$ cat src/rtl/prirv32_pkg.sv
// Shared branch-predictor types: 2-bit counter encoding, FSM states, saturating update.
// Latency: n/a (types and pure functions only).
// Backpressure: n/a.
package prirv32_pkg;

  typedef logic [1:0] bht_ctr_t;

  // Lower values lean towards taken; the fetch unit predicts taken for 00 and 01.
  localparam bht_ctr_t STRONG_TOKEN   = 2'b00;
  localparam bht_ctr_t WEAK_TOKEN     = 2'b01;
  localparam bht_ctr_t WEAK_NOTOKEN   = 2'b10;
  localparam bht_ctr_t STRONG_NOTOKEN = 2'b11;

  typedef enum logic {
    BHT_INIT = 1'b0,
    BHT_RUN  = 1'b1
  } bht_state_e;

  // Taken moves towards STRONG_TOKEN, not-taken towards STRONG_NOTOKEN, both saturating.
  function automatic bht_ctr_t bht_next(input bht_ctr_t state, input logic taken);
    bht_ctr_t res;
    res = state;
    if (taken) begin
      if (state != STRONG_TOKEN) res = state - 2'd1;
    end else begin
      if (state != STRONG_NOTOKEN) res = state + 2'd1;
    end
    return res;
  endfunction

  function automatic logic bht_is_taken(input bht_ctr_t state);
    return (state == STRONG_TOKEN) || (state == WEAK_TOKEN);
  endfunction

endpackage

$ cat src/rtl/prirv32_bht_if.sv
// Fetch lookup, execute write-back and perf-counter signals of the branch history table.
// Latency: lookup combinational; updates visible on lookup one cycle after capture.
// Backpressure: none; ready_o only marks that initialisation is done.
interface prirv32_bht_if;
  import prirv32_pkg::*;

  logic [31:0] lookup_pc_i;
  bht_ctr_t    lookup_counter_o;
  logic        lookup_taken_o;
  logic        ready_o;
  logic        upd_valid_i;
  logic [31:0] upd_pc_i;
  logic        upd_taken_i;
  logic        upd_pred_i;
  logic [31:0] branch_cnt_o;
  logic [31:0] mispred_cnt_o;

  // Pipeline side: drives PCs and resolved outcomes, consumes predictions and counts.
  modport master (
    output lookup_pc_i, upd_valid_i, upd_pc_i, upd_taken_i, upd_pred_i,
    input  lookup_counter_o, lookup_taken_o, ready_o, branch_cnt_o, mispred_cnt_o
  );

  // Table side.
  modport slave (
    input  lookup_pc_i, upd_valid_i, upd_pc_i, upd_taken_i, upd_pred_i,
    output lookup_counter_o, lookup_taken_o, ready_o, branch_cnt_o, mispred_cnt_o
  );

endinterface

$ cat src/rtl/prirv32_bht_ram.sv
// ENTRIES x 2-bit counter storage, one asynchronous read port, one synchronous write port.
// Latency: read combinational; write lands on the rising edge.
// Backpressure: none.
module prirv32_bht_ram
  import prirv32_pkg::*;
#(
  parameter  int ENTRIES = 64,
  localparam int INDEX_W = $clog2(ENTRIES)
) (
  input  logic               clk_in,
  input  logic               wr_en_i,
  input  logic [INDEX_W-1:0] wr_idx_i,
  input  bht_ctr_t           wr_dat_i,
  input  logic [INDEX_W-1:0] rd_idx_i,
  output bht_ctr_t           rd_dat_o
);

  // Contents are deliberately not reset; the parent's INIT sweep fills them.
  bht_ctr_t mem_q [ENTRIES];

  // Single write port.
  always_ff @(posedge clk_in) begin
    if (wr_en_i) mem_q[wr_idx_i] <= wr_dat_i;
  end

  assign rd_dat_o = mem_q[rd_idx_i];

endmodule

$ cat src/rtl/prirv32_bht.sv
// Branch history table: 2-bit saturating counters, INIT sweep, registered update with forwarding, perf counts.
// Latency: lookup combinational; an update captured at edge N is seen by lookups from cycle N+1 via bypass.
// Backpressure: none; updates arriving before ready_o are dropped and not counted.
module prirv32_bht
  import prirv32_pkg::*;
#(
  parameter int       ENTRIES    = 64,
  parameter bht_ctr_t INIT_STATE = WEAK_TOKEN
) (
  input logic          clk_in,
  input logic          rst_in,
  prirv32_bht_if.slave bus
);

  localparam int                 INDEX_W  = $clog2(ENTRIES);
  localparam logic [INDEX_W-1:0] LAST_IDX = INDEX_W'(ENTRIES - 1);

  bht_state_e         state_q, state_d;
  logic [INDEX_W-1:0] init_idx_q, init_idx_d;
  logic               ready_q, ready_d;
  logic               pend_vld_q, pend_vld_d;
  logic [INDEX_W-1:0] pend_idx_q, pend_idx_d;
  bht_ctr_t           pend_val_q, pend_val_d;
  logic [31:0]        branch_cnt_q, branch_cnt_d;
  logic [31:0]        mispred_cnt_q, mispred_cnt_d;

  logic [INDEX_W-1:0] lk_idx, up_idx;
  logic               wr_en;
  logic [INDEX_W-1:0] wr_idx;
  bht_ctr_t           wr_dat;
  bht_ctr_t           lk_rd_dat, up_rd_dat;
  bht_ctr_t           lk_ctr, up_cur, up_next;

  assign lk_idx = bus.lookup_pc_i[INDEX_W+1:2];
  assign up_idx = bus.upd_pc_i[INDEX_W+1:2];

  // PC bits outside the index field intentionally alias.
  logic unused_pc_bits;
  assign unused_pc_bits = ^{bus.lookup_pc_i[31:INDEX_W+2], bus.lookup_pc_i[1:0],
                            bus.upd_pc_i[31:INDEX_W+2], bus.upd_pc_i[1:0]};

  // Write mux: INIT sweep owns the port until RUN, then the pending update drains into it.
  always_comb begin
    wr_en  = 1'b0;
    wr_idx = init_idx_q;
    wr_dat = INIT_STATE;
    if (!rst_in) begin
      if (state_q == BHT_INIT) begin
        wr_en = 1'b1;
      end else if (pend_vld_q) begin
        wr_en  = 1'b1;
        wr_idx = pend_idx_q;
        wr_dat = pend_val_q;
      end
    end
  end

  // Storage is duplicated so the fetch lookup and the update read-modify-write
  // each get their own read port; both copies always receive the same writes.
  prirv32_bht_ram #(.ENTRIES(ENTRIES)) u_lk_ram (
    .clk_in   (clk_in),
    .wr_en_i  (wr_en),
    .wr_idx_i (wr_idx),
    .wr_dat_i (wr_dat),
    .rd_idx_i (lk_idx),
    .rd_dat_o (lk_rd_dat)
  );

  prirv32_bht_ram #(.ENTRIES(ENTRIES)) u_up_ram (
    .clk_in   (clk_in),
    .wr_en_i  (wr_en),
    .wr_idx_i (wr_idx),
    .wr_dat_i (wr_dat),
    .rd_idx_i (up_idx),
    .rd_dat_o (up_rd_dat)
  );

  // Lookup: constant during INIT, otherwise bypass the not-yet-written pending value.
  always_comb begin
    lk_ctr = lk_rd_dat;
    if (state_q == BHT_INIT) begin
      lk_ctr = INIT_STATE;
    end else if (pend_vld_q && (pend_idx_q == lk_idx)) begin
      lk_ctr = pend_val_q;
    end
  end

  assign bus.lookup_counter_o = lk_ctr;
  assign bus.lookup_taken_o   = bht_is_taken(lk_ctr);

  // Update source is forwarded from pending so back-to-back hits on one index accumulate.
  always_comb begin
    up_cur = up_rd_dat;
    if (pend_vld_q && (pend_idx_q == up_idx)) up_cur = pend_val_q;
    up_next = bht_next(up_cur, bus.upd_taken_i);
  end

  // Next-state: INIT sweep, then capture one update per cycle into the pending stage.
  always_comb begin
    state_d       = state_q;
    init_idx_d    = init_idx_q;
    pend_vld_d    = 1'b0;
    pend_idx_d    = pend_idx_q;
    pend_val_d    = pend_val_q;
    branch_cnt_d  = branch_cnt_q;
    mispred_cnt_d = mispred_cnt_q;
    case (state_q)
      BHT_INIT: begin
        init_idx_d = init_idx_q + 1'b1;
        if (init_idx_q == LAST_IDX) state_d = BHT_RUN;
      end
      default: begin
        if (bus.upd_valid_i) begin
          pend_vld_d   = 1'b1;
          pend_idx_d   = up_idx;
          pend_val_d   = up_next;
          branch_cnt_d = branch_cnt_q + 32'd1;
          if (bus.upd_taken_i != bus.upd_pred_i) mispred_cnt_d = mispred_cnt_q + 32'd1;
        end
      end
    endcase
    ready_d = (state_d == BHT_RUN);
  end

  // State registers; reset restarts the sweep and drops any pending update.
  always_ff @(posedge clk_in) begin
    if (rst_in) begin
      state_q       <= BHT_INIT;
      init_idx_q    <= '0;
      ready_q       <= 1'b0;
      pend_vld_q    <= 1'b0;
      pend_idx_q    <= '0;
      pend_val_q    <= INIT_STATE;
      branch_cnt_q  <= '0;
      mispred_cnt_q <= '0;
    end else begin
      state_q       <= state_d;
      init_idx_q    <= init_idx_d;
      ready_q       <= ready_d;
      pend_vld_q    <= pend_vld_d;
      pend_idx_q    <= pend_idx_d;
      pend_val_q    <= pend_val_d;
      branch_cnt_q  <= branch_cnt_d;
      mispred_cnt_q <= mispred_cnt_d;
    end
  end

  assign bus.ready_o       = ready_q;
  assign bus.branch_cnt_o  = branch_cnt_q;
  assign bus.mispred_cnt_o = mispred_cnt_q;

endmodule
$ cat src/flat_wrapper.sv
// flat-port wrapper written by rule: the top's interface ports become plain ports
module prirv32_bht_flat import prirv32_pkg::*;
#(
  parameter int       ENTRIES    = 64,
  parameter bht_ctr_t INIT_STATE = WEAK_TOKEN
)
  (clk_in, rst_in, bus_lookup_pc_i, bus_upd_valid_i, bus_upd_pc_i, bus_upd_taken_i, bus_upd_pred_i, bus_lookup_counter_o, bus_lookup_taken_o, bus_ready_o, bus_branch_cnt_o, bus_mispred_cnt_o);
  prirv32_bht_if bus_i ();
  input logic clk_in;
  input logic rst_in;
  input wire logic [$bits(bus_i.lookup_pc_i)-1:0] bus_lookup_pc_i;
  input wire logic [$bits(bus_i.upd_valid_i)-1:0] bus_upd_valid_i;
  input wire logic [$bits(bus_i.upd_pc_i)-1:0] bus_upd_pc_i;
  input wire logic [$bits(bus_i.upd_taken_i)-1:0] bus_upd_taken_i;
  input wire logic [$bits(bus_i.upd_pred_i)-1:0] bus_upd_pred_i;
  output wire logic [$bits(bus_i.lookup_counter_o)-1:0] bus_lookup_counter_o;
  output wire logic [$bits(bus_i.lookup_taken_o)-1:0] bus_lookup_taken_o;
  output wire logic [$bits(bus_i.ready_o)-1:0] bus_ready_o;
  output wire logic [$bits(bus_i.branch_cnt_o)-1:0] bus_branch_cnt_o;
  output wire logic [$bits(bus_i.mispred_cnt_o)-1:0] bus_mispred_cnt_o;
  assign bus_i.lookup_pc_i = bus_lookup_pc_i;
  assign bus_i.upd_valid_i = bus_upd_valid_i;
  assign bus_i.upd_pc_i = bus_upd_pc_i;
  assign bus_i.upd_taken_i = bus_upd_taken_i;
  assign bus_i.upd_pred_i = bus_upd_pred_i;
  assign bus_lookup_counter_o = bus_i.lookup_counter_o;
  assign bus_lookup_taken_o = bus_i.lookup_taken_o;
  assign bus_ready_o = bus_i.ready_o;
  assign bus_branch_cnt_o = bus_i.branch_cnt_o;
  assign bus_mispred_cnt_o = bus_i.mispred_cnt_o;
  prirv32_bht #(.ENTRIES(ENTRIES), .INIT_STATE(INIT_STATE)) u_core (.clk_in(clk_in), .rst_in(rst_in), .bus(bus_i));
endmodule
$ cat config.mk
export PLATFORM = sky130hd
export DESIGN_NAME = prirv32_bht_flat
export DESIGN_NICKNAME = d
export VERILOG_FILES = /design/src/rtl/prirv32_pkg.sv /design/src/rtl/prirv32_bht_if.sv /design/src/rtl/prirv32_bht_ram.sv /design/src/rtl/prirv32_bht.sv /design/src/flat_wrapper.sv
export SDC_FILE = /design/constraint.sdc
export NUM_CORES = 1
export LEC_CHECK = 0
export CAP_MARGIN = 10
export CORE_MARGIN = 5
export CORE_UTILIZATION = 53
export DETAILED_ROUTE_END_ITERATION = 10
export PLACE_DENSITY = 0.84
export SLEW_MARGIN = 20
export SYNTH_ARGS = -nofsm -noshare
export SYNTH_HDL_FRONTEND = slang
export SYNTH_SLANG_ARGS = --single-unit
$ cat constraint.sdc
create_clock -name clk_in -period 4.7 [get_ports clk_in]
set_input_delay 0.94 -clock clk_in [delete_from_list [all_inputs] [get_ports clk_in]]
set_output_delay 0.94 -clock clk_in [all_outputs]
set_load 0.02 [all_outputs]
==> out/metrics.yaml <==
drt:
  wl_per_cell_um: 21.3
  via_per_inst: 6.27
  drt-total-wl_um: 24600
  drcViolationCount: 0
  num_vias: 7250
  drtAntennaViolNets: 0
  drtPass1Iterations: 7
  drt_iter0_drc: 738
synth:
  avgSynthCellArea_um2: 12.3
  syn-instance-count: 825
  synth_ff_type: "edfxtp_1"
  yosysWarningCount: 0
  synth_nets: 897
  ys_top_cells_by_area: "edfxtp_1 (38%), dfxtp_1 (16%), mux4_2 (12%)"
  ys_ff_latch: 208
  synth_top_area_cell: "edfxtp_1"
  synth.most_common_cell: "nor2_1"
  synthArstFlopShare_pct: 0
  synth.distinct_cells: 51
  synth_common_cells: "nor2_1 (145), edfxtp_1 (128), dfxtp_1 (80)"
  synth_edf_count: 128
  netlist.area_leader.share_pct: 37.9
  synth-seq-area-share_pct: 53.6
  syn-cell-area_um2: 10200
clock_tree:
  htreeDepth: 1
  cts.clk_slew.worst_paths_ps: 60
  tritoncts: "yes"
  cts-root-buf: "clkbuf_16"
  clock-sinks: 208
  cts_made_buffers: 22
  postCtsSetupRepairBufs: 0
  insertion_delay_ps: 510
  clk_path_buf_depth: 3
global_route:
  grt_pass1_vias: 6990
  top_usage_layer: "met2"
  globalRouteOverflowTotal: 0
  gr-usage-met1_pct: 29.5
  grt_pass1_wl_um: 38400
  antenna_found_initial: 0
  met2_usage_pct: 35.9
  grtUsageMet3_pct: 3.81
  grt_max_degree: 84
  grt_use_total_pct: 22.0
setup_path:
  path_cells: "dlygate4sd2_1 -> bufbuf_16 -> mux4_1 -> mux4_2 -> mux4_2 -> mux2_2 -> nand2_2 -> dlygate4sd2_1"
  r2r-start: "u_core.state_q"
  worstSetupPathType: "input port to output pin"
  reg2reg_depth: 6
  worst_ep_arrival_time_ps: 3660
  startpoint: "bus_lookup_pc_i[3]"
  slowest_delay_ps: 490
  cp.required_ps: 3760
  crit_path_end_kind: "output pin"
  crit_path_start_kind: "input port"
  slowest_stage: "mux4_2"
  path_max_fanout: 14
placement:
  gp_congestion: 0.870
  place.detailed.hpwl_um: 16400
  dpl.cell_count: 1118
  port_buffers: 84
  postPlaceCellArea_um2: 11200
  place_ws_ps: -315
finish:
  syn2layout_area_growth_pct: 17.7
  fin_area_um2: 11900
  antenna_cells: 0
  drive_above_1_share_pct: 13.0
  fin_nets: 981
  final_cells: 1157
  filler_cell_count: 1354
sta:
  worst_pin_slew_ps: 839
  rsz0062_at_grt: "false"
  setup_viol: 0
  fin_ws_ps: 103
  slew_viol_final: 0
  period_minus_slack_ps: 4600
  finClkSkew_ps: 11.5
  max_clock_freq_mhz: 218
  relSlewSlack_pct: 44.1
  min_period_over_period_pct: 97.8
  hold_viol: 0
run:
  drv_cap: 0
pwr:
  p_int_w: 0.00295
  power_frac_comb_pct: 4.8
  power.static_leakage_nw: 3.97
  power-per-cell-area_nw_per_um2: 313
  p_sw_share_pct: 21.2
  p_seq_share_pct: 51.5
  clockPowerShare_pct: 43.8
  switchingPower_w: 0.000793
  peakVddDrop_uv: 279
die:
  row_count: 50
  dieArea_um2: 22000
  fp.dieH_um: 148
  core_area_um2: 18800
  initial_core_util_pct: 54.1
  dieWidth_um: 148
  io_pins: 137
run_status:
  status: "completed"
worst_hold_path:
  min_path_cells: 2
  hp-start: "u_core.bus.branch_cnt_o[24]"
  worstHoldPathType: "flop to flop"
[final timing paths]
check,to,slack (ps)
hold reg to reg,u_core.bus.branch_cnt_o[24],510
hold / removal,u_core.bus.branch_cnt_o[24],510
setup reg to reg,u_core.bus.mispred_cnt_o[31],1810
setup / recovery,bus_lookup_taken_o,100
[area by class of cell]
type | instances | area [µm²] | share of cell area (%)
sequential | 208 | 5450 | 45.6
multi-input combinational | 557 | 4430 | 37.1
timing repair buffer | 107 | 1060 | 8.84
clock buffer | 29 | 599 | 5.02
tap | 234 | 293 | 2.45
clock inverter | 9 | 73.8 | 0.618
inverter | 13 | 48.8 | 0.408
[power by group through the flow]
stage | clock network (W) | logic [W] | registers (W)
floorplan | 0 | 0.000117 | 0.00196
global placement | 0 | 0.000167 | 0.00196
detailed placement | 0 | 0.000171 | 0.00196
CTS | 0.00166 | 0.000176 | 0.00192
global route | 0.00174 | 0.000188 | 0.00192
finish | 0.00164 | 0.000178 | 0.00193
[logic make-up (layout without fill, tap and decap cells)]
kind of cell	after synthesis	count (layout)	synth area share, %
AO/OA/AOI/OAI	77	77	4.71
XOR/XNOR	70	70	6.04
adder cells (fa/ha/maj)	4	4	0.468
buffers and inverters	60	158	2.80
flip-flops	208	208	53.6
multiplexers	79	79	17.7
AND/OR/NAND/NOR	327	327	14.7
[placed cells by master (no fill, tap or decap), types with 17 or more instances in the layout]
cell,Yosys,layout
buf_4,1,19
o21ai_0,17,17
nand2_1,70,70
xor2_1,42,42
mux4_1,19,18
nand3_1,27,27
a21oi_1,24,24
nand4_1,19,19
nor2_1,145,144
xnor2_1,28,28
edfxtp_1,128,128
dfxtp_1,80,80
clkdlybuf4s50_1,0,77
clkbuf_16,0,23
mux4_2,54,55
[through the flow]
stage                     hold slack, ps  util, %  power, W  setup TNS, ps
final                                507     63.7   0.00374              0
after global routing                 552     63.7   0.00385              0
after CTS                            506     63.6   0.00376              0
after detailed placement             498     59.9   0.00214           -769
after global placement               479     59.9   0.00213           -569
after floorplan                      497        -   0.00208              0
[what timing repair did]
item	in CTS	in global routing
endpoints found under the hold margin	0	0
endpoints found under the setup margin	3	0
resized for setup	5	0
hold buffers	0	0
[flip-flops by register name (all words and copies together) (netlist names)]
register and count:
u_core.bus.branch_cnt_o 32, u_core.u_up_ram.mem_q 126, u_core.pend_vld_q 1, u_core.init_idx_q 6, u_core.bus.mispred_cnt_o 32, u_core.u_lk_ram.mem_q 2, u_core.state_q 1, u_core.pend_val_q 2
u_core.pend_idx_q 6
[metal layers]
metal | share of wire, % | vias to the layer above
li1 | - | 3249
met1 | 39 | 3502
met2 | 47 | 418
met3 | 8.8 | 81
met4 | 4.6 | 0
met5 | 0 | -
[worst max-delay path, delay by kind of cell]
family,cells,cell delay (ps)
simple gates,1,100
mux,4,1570
buf+inv,3,1050
No activity file was read; power rests on OpenSTA's default activity.
